--- config.mk ---
export PLATFORM = sky130hd
export DESIGN_NAME = vad_decision_smoother
export DESIGN_NICKNAME = d
export VERILOG_FILES = /design/src/rtl/vad_decision_smoother_pkg.sv /design/src/rtl/vad_decision_smoother_slot.sv /design/src/rtl/vad_decision_smoother.sv
export SDC_FILE = /design/constraint.sdc
export NUM_CORES = 1
export LEC_CHECK = 0
export ABC_AREA = 1
export CORE_MARGIN = 1.5
export CORE_UTILIZATION = 54
export DETAILED_ROUTE_END_ITERATION = 10
export PLACE_DENSITY = 0.86
export SLEW_MARGIN = 10
export SYNTH_ARGS = -nofsm -noshare
export SYNTH_HDL_FRONTEND = slang
export SYNTH_SLANG_ARGS = --single-unit
export TNS_END_PERCENT = 10
--- constraint.sdc ---
create_clock -name clk -period 1.6 [get_ports clk]
set_input_delay 0.32 -clock clk [delete_from_list [all_inputs] [get_ports clk]]
set_output_delay 0.32 -clock clk [all_outputs]
set_load 0.02 [all_outputs]
--- src/rtl/vad_decision_smoother_pkg.sv ---
// Shared definitions for the VAD decision smoother: classifier codes and FSM states.
package vad_decision_smoother_pkg;

  localparam logic [1:0] CLS_NONE    = 2'b00;
  localparam logic [1:0] CLS_NOISE   = 2'b01;
  localparam logic [1:0] CLS_SPEECH  = 2'b10;
  localparam logic [1:0] CLS_ILLEGAL = 2'b11;

  typedef enum logic [1:0] {
    ST_NOISE  = 2'd0,
    ST_ONSET  = 2'd1,
    ST_SPEECH = 2'd2,
    ST_HANG   = 2'd3
  } vad_state_e;

  // Only speech and noise codes count as frames; 00 and 11 never advance anything.
  function automatic logic is_frame_code(input logic [1:0] code);
    return (code == CLS_SPEECH) || (code == CLS_NOISE);
  endfunction

endpackage

--- src/rtl/vad_decision_smoother_slot.sv ---
// vad_out_slot: single-entry valid/ready holding register with sticky overflow flag.
module vad_out_slot #(
  parameter int FRAME_W = 16
) (
  input  logic               clk,
  input  logic               rst_n,
  input  logic               load_valid,
  input  logic               load_flag,
  input  logic [FRAME_W-1:0] load_frame,
  input  logic               out_ready,
  output logic               out_valid,
  output logic               out_flag,
  output logic [FRAME_W-1:0] out_frame,
  output logic               ovf
);

  logic               valid_q, valid_d;
  logic               flag_q, flag_d;
  logic [FRAME_W-1:0] frame_q, frame_d;
  logic               ovf_q, ovf_d;

  always_comb begin
    valid_d = valid_q;
    flag_d  = flag_q;
    frame_d = frame_q;
    ovf_d   = ovf_q;
    if (load_valid) begin
      // A load coinciding with a drain simply replaces the entry.
      if (!valid_q || out_ready) begin
        valid_d = 1'b1;
        flag_d  = load_flag;
        frame_d = load_frame;
      end else begin
        ovf_d = 1'b1;
      end
    end else if (valid_q && out_ready) begin
      valid_d = 1'b0;
    end
  end

  always_ff @(posedge clk) begin
    if (!rst_n) begin
      valid_q <= 1'b0;
      flag_q  <= 1'b0;
      frame_q <= '0;
      ovf_q   <= 1'b0;
    end else begin
      valid_q <= valid_d;
      flag_q  <= flag_d;
      frame_q <= frame_d;
      ovf_q   <= ovf_d;
    end
  end

  assign out_valid = valid_q;
  assign out_flag  = flag_q;
  assign out_frame = frame_q;
  assign ovf       = ovf_q;

endmodule

--- src/rtl/vad_decision_smoother.sv ---
// Debounces per-frame speech/noise classes into a VAD flag (onset + hangover)
// and presents one decision per frame through a single-entry valid/ready slot.
module vad_decision_smoother
  import vad_decision_smoother_pkg::*;
#(
  parameter int ONSET_FRAMES = 2,
  parameter int HANG_FRAMES  = 8,
  parameter int FRAME_W      = 16
) (
  input  logic               clk,
  input  logic               rst_n,
  input  logic               cls_valid,
  input  logic [1:0]         cls_in,
  output logic               dec_valid,
  input  logic               dec_ready,
  output logic               dec_flag,
  output logic [FRAME_W-1:0] dec_frame,
  output logic               vad_flag,
  output logic               err_illegal,
  output logic               err_ovf
);

  localparam int CNT_MAX = (ONSET_FRAMES > HANG_FRAMES) ? ONSET_FRAMES : HANG_FRAMES;
  localparam int CNT_W   = (CNT_MAX < 1) ? 1 : $clog2(CNT_MAX + 1);
  localparam logic [CNT_W-1:0] ONSET_C = CNT_W'(ONSET_FRAMES);
  localparam logic [CNT_W-1:0] HANG_C  = CNT_W'(HANG_FRAMES);
  localparam logic [CNT_W-1:0] ONE_C   = CNT_W'(1);

  vad_state_e         state_q, state_d;
  logic [CNT_W-1:0]   cnt_q, cnt_d, cnt_inc;
  logic [FRAME_W-1:0] idx_q, idx_d;
  logic               vad_q, vad_d;
  logic               ill_q, ill_d;
  logic               frame, speech;

  assign frame   = cls_valid && is_frame_code(cls_in);
  assign speech  = (cls_in == CLS_SPEECH);
  assign cnt_inc = cnt_q + ONE_C;

  always_comb begin
    state_d = state_q;
    cnt_d   = cnt_q;
    if (frame) begin
      unique case (state_q)
        ST_NOISE: begin
          if (speech) begin
            if (ONSET_FRAMES == 1) begin
              state_d = ST_SPEECH;
            end else begin
              state_d = ST_ONSET;
              cnt_d   = ONE_C;
            end
          end
        end
        ST_ONSET: begin
          if (speech) begin
            cnt_d = cnt_inc;
            if (cnt_inc == ONSET_C) begin
              state_d = ST_SPEECH;
              cnt_d   = '0;
            end
          end else begin
            state_d = ST_NOISE;
            cnt_d   = '0;
          end
        end
        ST_SPEECH: begin
          if (!speech) begin
            if (HANG_FRAMES == 0) begin
              state_d = ST_NOISE;
            end else begin
              state_d = ST_HANG;
              cnt_d   = ONE_C;
            end
          end
        end
        ST_HANG: begin
          if (speech) begin
            state_d = ST_SPEECH;
            cnt_d   = '0;
          end else if (cnt_q == HANG_C) begin
            state_d = ST_NOISE;
            cnt_d   = '0;
          end else begin
            cnt_d = cnt_inc;
          end
        end
        default: begin
          state_d = ST_NOISE;
          cnt_d   = '0;
        end
      endcase
    end
  end

  // The decision carries the flag as it will be after this frame, hence state_d.
  always_comb begin
    vad_d = (state_d == ST_SPEECH) || (state_d == ST_HANG);
    idx_d = frame ? idx_q + FRAME_W'(1) : idx_q;
    ill_d = ill_q || (cls_valid && (cls_in == CLS_ILLEGAL));
  end

  always_ff @(posedge clk) begin
    if (!rst_n) begin
      state_q <= ST_NOISE;
      cnt_q   <= '0;
      idx_q   <= '0;
      vad_q   <= 1'b0;
      ill_q   <= 1'b0;
    end else begin
      state_q <= state_d;
      cnt_q   <= cnt_d;
      idx_q   <= idx_d;
      vad_q   <= vad_d;
      ill_q   <= ill_d;
    end
  end

  vad_out_slot #(
    .FRAME_W(FRAME_W)
  ) u_slot (
    .clk       (clk),
    .rst_n     (rst_n),
    .load_valid(frame),
    .load_flag (vad_d),
    .load_frame(idx_q),
    .out_ready (dec_ready),
    .out_valid (dec_valid),
    .out_flag  (dec_flag),
    .out_frame (dec_frame),
    .ovf       (err_ovf)
  );

  assign vad_flag    = vad_q;
  assign err_illegal = ill_q;

endmodule

==> metrics.cfg <==
[synthesis]
synth_top_area_share_pct=43.2
yosysSeqAreaShare_pct=43.2
ys_ff_latch=43
syn_area_mm2=0.00199
syn_area_per_cell_um2=7.24
yosysWarnings=0
yosysTopAreaCell=dfxtp_1
synthTopCellsByArea=dfxtp_1, nand2_1, nor2_1, a21oi_1, inv_1
synthFlopType=dfxtp_1
synth_edf_count=0
yosys.cell_types.count=26
syn_inst=275
syn_nets=287
async_flop_share_pct=0

[detailed_routing]
vias=1865
first_pass_iters=4
drt_iter0_markers=106
viasPerCell=5.15
finalWirelength_um=4490
ant_nets=0
post_drt_wl_per_cell_um=12.4
drc=0

[grt]
gr-total-overflow=0
grtUsageTotal_pct=23.4
grt_pass1_wl_um=7520
grt_pass1_vias=1764
grt_max_degree=28
antenna_found_initial=0

[worst_setup_path]
cp_top_family=buffers and inverters
slowest_delay_ns=0.61
worstPathRequired_ns=1.28
critPathCaptureType=output port
path_max_fanout=2
crit_path_start_kind=flip-flop
crit_chain=clkdlybuf4s50_1
crit_buf_inv=1
cp_slowest_cell=clkdlybuf4s50_1
crit_type=reg -> out
critPathArrivalTime_ns=1.24

[timing]
setup_viol=0
fmax_mhz=641
hold_viol_final=0
min_period_ns=1.56
worst_pin_slew_ns=0.603
fin_ws_ns=0.0399
maxSlewViolCount=0
hold_ws_ns=0.474
tns_ns=0
slew-limit-headroom_pct=59.8
period_share_pct=97.5
fin_skew_ns=0.00631

[placement]
gp_congestion=0.846
io_buffers=26
place_ws_ns=-0.516
dp.cells=352
dp_hpwl_um=2840

[floorplan]
initial_utilization_pct=57.9
pin_count=27
coreArea_mm2=0.00344
die_w_um=63.7
dieArea_mm2=0.00406
die_y_um=63.7
rows=21

[cts]
cts_buffers=5
h-tree-depth=2
cts.hold.buffers_added=0
cts_root_buffer=clkbuf_8
cts_buffer_depth=2
cts_tree=yes
path_clk_slew_ns=0.08
insertion_delay_ns=0.29
cts_sinks=43

[run]
drv_cap=0

[finish]
area_growth_pct=28.6
multi_input_area_um2=987
fin_cells=362
final_nets=327
drive_above_1_share_pct=14.2
seq_area_um2=861
diodes=0
fillers=259

[power]
leakage_nw=1.12
power_density_mw_per_mm2=957
p_total_mw=2.45
ir_worst_vdd_mv=0.745

[status]
status=finished, final reports clean

[min_path]
hp-class=reg -> reg

## path summary, 6_finish.rpt
kind / depth (start not counted) / start / slack [ns] / end
worst min register to register: 2 / err_illegal / 0.47 / err_illegal
worst max register to register: 10 / idx_q[1] / 0.16 / idx_q[12]
worst min-delay path: 2 / err_illegal / 0.47 / err_illegal
worst max-delay path: 1 / u_slot.out_frame[15] / 0.04 / dec_frame[15]
## per-stage QoR
step                area, um2  utilization [%]
global route             2560             74.4
detailed placement       2360             68.7
CTS                      2520             73.2
global placement         2360             68.7
finish                   2560             74.4
floorplan                1990                -
## metal layers
layer,vias up,global-route usage (%),wire (um)
li1,954,-,-
met1,850,30.5,2110
met2,53,37.0,2090
met3,8,3.35,212
met4,0,13.6,76
met5,-,0,0
## placed cells by master, fill, tap and decap left out
cell,n
xnor2_1,1
a21oi_1,29
a211oi_1,2
nor3b_2,1
nand2_1,49
clkbuf_1,1
nand4_1,4
nor3_4,1
inv_1,35
nor2_2,3
ha_4,1
dlygate4sd2_1,2
clkdlybuf4s50_1,20
nand3_1,9
nor2_1,38
o21ai_2,1
buf_4,15
nand2_2,2
o21a_1,1
nor2_4,4
o21ai_1,1
nor3_2,1
o21ai_0,27
o21bai_2,1
dfxtp_1,43
a21oi_2,1
bufinv_16,2
nand2_4,2
dlymetal6s2s_1,4
ha_1,5
nand3_2,2
inv_2,3
clkbuf_8,5
## flip-flops by register name (all words and copies together) (netlist names)
signal / flops
u_slot.out_frame: 16
u_slot.ovf: 1
cnt_q: 4
u_slot.out_valid: 1
state_q: 2
idx_q: 16
u_slot.out_flag: 1
err_illegal: 1
vad_flag: 1
## power breakdown
| group | internal (mW) | total (mW) | switching [mW] |
|---|---|---|---|
| sequential | 1.12 | 1.15 | 0.0309 |
| clock | 0.624 | 0.981 | 0.357 |
| combinational | 0.139 | 0.320 | 0.181 |
| total | 1.88 | 2.45 | 0.569 |
## cells in the mapped netlist, types with 2 or more instances
cell type and n:
a211oi_1 2, a21oi_1 29, buf_2 4, clkbuf_1 3
dfxtp_1 43, ha_1 6, inv_1 37, nand2_1 49
nand2_2 4, nand3_1 9, nand3_2 2, nand4_1 4
nor2_1 39, nor2_2 4, nor2_4 2, nor3_2 2
o21ai_0 27
## cell type report
class | instances | area share, %
multi-input combinational | 186 | 38.5
sequential | 43 | 33.6
timing repair buffer | 41 | 14.9
inverter | 38 | 5.57
clock buffer | 6 | 2.83
clock inverter | 2 | 2.34
tap | 46 | 2.25
## logic make-up (layout without fill, tap and decap cells)
family | after synthesis | count (layout) | synth area share [%]
AOI/OAI and AO/OA | 63 | 63 | 16.9
xor gates and xnor gates | 1 | 1 | 0.440
adders and majority gates | 6 | 6 | 3.77
buffers and inverters | 46 | 87 | 9.30
DFF | 43 | 43 | 43.2
and+or+nand+nor | 116 | 116 | 26.4
## timing repair
item                                    4_1_cts  5_1_grt
buffers inserted                              2        0
pin swaps                                     3        3
endpoints found under the setup margin       33       21
gates resized for setup                       4       11
Note: power is estimated with default switching activity, not from simulation.
==> edit (same flow settings) <==
Encoding of `vad_state_e`: now Gray code (2 bits for 4 states).
--- a/src/rtl/vad_decision_smoother_pkg.sv
+++ b/src/rtl/vad_decision_smoother_pkg.sv
@@ -8,8 +8,8 @@
 
   typedef enum logic [1:0] {
-    ST_NOISE  = 2'd0,
-    ST_ONSET  = 2'd1,
-    ST_SPEECH = 2'd2,
-    ST_HANG   = 2'd3
+    ST_NOISE  = 2'b00,
+    ST_ONSET  = 2'b01,
+    ST_SPEECH = 2'b11,
+    ST_HANG   = 2'b10
   } vad_state_e;
 
Behaviour: no difference found for any inputs over 10 cycles, from zero or initial values and one cycle with rst_n low; not proved beyond that.
==> edit against the unedited design <==
Utilization down 1.1 points. First-iteration DRC count down 28%. Sequential cell count unchanged. Synthesized area down 2.0%. Setup slack better by 0.049 ns. Cell count down 1.4%. Via count down 2.9%. Combinational power down 6%. Non-clock buffer count up 6. Final area down 2.9%. Total power down 22%. Wire length down 4.4%. Largest power group unchanged. Highest routed layer unchanged.
==> edit: results (changes against the unedited design) <==
Leak 1.14 nW (+1.9%); Fill cells 253 (-2.3%); first-pass GRT wire length 7490 um (-0.47%); TritonCTS buffer count 5 (unchanged); synth top area cells dfxtp_1 (44%), nand2_1 (8.8%), a21oi_1 (7.9%), inv_1 (7.1%), ha_1 (6.4%); RR Startpoint state_q[0]$_SDFF_PN0_; initial antenna violation count 0 (unchanged); ANT cells 0 (unchanged); hold path start cls_valid; DR iter-0 viols 76 (-28%); Worst VDD drop 0.533 mV (-28%); placed cell area 2400 sq um (+1.5%); WHS Endpoint err_illegal$_SDFF_PN0_; clock latency at the later pin of the worst-skew pair 0.34 ns (+0.05 ns); status finished clean; most instantiated cells after synthesis nand2_1 (46), dfxtp_1 (43), inv_1 (37); final wirelength 4290 um (-4.4%); FF-to-FF End cnt_q[1]$_SDFFE_PN0P_; vias 1811 (-2.9%); crit path from cls_in[0]; gr usage total 23.5% (+0.12 points); R2R depth 8 (-2); CTS root buf clkbuf_4; Synth Flop Type dfxtp_1; hold depth 3 (+1); slowest CP cell dlygate4sd2_1; Clock Skew 0.00695 ns (+0.000635 ns); Post-DP HPWL 2960 um (+4.1%); Relative slew margins 65.5% (+5.7 points); layout cell share with drive strength beyond 1 15.4% (+1.2 points); R2R setup slack 0.14 ns (-0.02 ns); largest net degree at the start of global routing 25 (-11%); CTS Buffer Depth 2 (unchanged); count of cell types in the netlist 27 (+3.8%); Hold Slack 0.323 ns (-0.151 ns); max incr delay on CP 0.25 ns (-0.36 ns); Worst Path Max Fanout 22 (+20); clk slew on worst S/H paths 0.11 ns (+0.03 ns); Nets 328 (+0.31%); cell family with most CP delay buffers and inverters; Worst Path Arrival 1.79 ns (+0.55 ns); sequential area share after synthesis 44.1% (+0.89 points); Worst Hold Class input pin to flip-flop; routability cong. 0.883 (+4.4%); Synth Net Count 281 (-2.1%)
-- edit: cell count changes in the layout (fill, tap and decap cells not counted), sizes merged, moves of 4 or more --
cell / delta
buf: +6
clkdlybuf4s50: -18
nand2: -6
ha: +4
nor3: +4
o21ai: -4
nor2: -11
dlygate4sd2: +20
-- edit: tightest hold or removal path, stage by stage --
cell	delay [ns]
dlymetal6s2s_1	0.14
a21oi_1	0.10
nor2_1	0.07
-- edit: cell families after synthesis --
family | Yosys count | synth area share (%)
AO/OA/AOI/OAI | 61 | 16.3
flip-flops | 43 | 44.1
adder cells (fa/ha/maj) | 10 | 6.41
AND/OR/NAND/NOR | 105 | 24.0
buffers and inverters | 45 | 8.78
XOR/XNOR | 1 | 0.449
-- edit: stage by stage --
| stage | setup WS (ns) | power, mW | instances |
|---|---|---|---|
| final | 0.0890 | 1.92 | 357 |
| after global routing | -0.00691 | 2.01 | 357 |
| after CTS | 0.00774 | 1.92 | 357 |
| after detailed placement | -0.547 | 1.48 | 349 |
| after global placement | -0.528 | 1.47 | 349 |
| after floorplan | 0.0200 | 1.33 | 265 |
-- edit: layout make-up --
| cell class | instances | area, sq um | share of cell area [%] |
|---|---|---|---|
| multi-input combinational | 177 | 967 | 38.9 |
| clock buffer | 6 | 41.3 | 1.66 |
| tap | 46 | 57.6 | 2.32 |
| inverter | 38 | 143 | 5.74 |
| sequential | 43 | 870 | 35.0 |
| timing repair buffer | 47 | 408 | 16.4 |
-- edit: how the worst max path moves through the flow --
stage | end | cells past startpoint
after floorplan | cnt_q[1]$_SDFFE_PN0P_ | 10
after CTS | cnt_q[1]$_SDFFE_PN0P_ | 8
after global placement | cnt_q[1]$_SDFFE_PN0P_ | 11
after detailed placement | cnt_q[1]$_SDFFE_PN0P_ | 11
final | u_slot.out_frame[8]$_SDFFE_PN0P_ | 11
after global routing | u_slot.out_flag$_SDFFE_PN0P_ | 13
-- edit: what timing repair did --
item	4_1_cts	5_1_grt
endpoints found under the hold margin	0	0
setup buffers	2	0
pin swaps	4	2
resized for setup	30	11
endpoints found under the setup margin	53	19
cloned	0	0
-- edit: routing by layer --
metal	vias up	part of all wire (%)	routed length, um	GRT usage [%]
li1	942	-	-	-
met1	823	45	1950	26.3
met2	41	49	2120	43.1
met3	5	4.2	179	6.61
met4	0	0.89	38	6.67
met5	-	0	0	0
-- edit: report_power, final --
part / switching [mW] / internal [mW] / leakage [nW]
Combinational: 0.175 / 0.127 / 0.764
Sequential: 0.0236 / 1.12 / 0.352
Clock: 0.321 / 0.157 / 0.0242
Total: 0.519 / 1.40 / 1.14
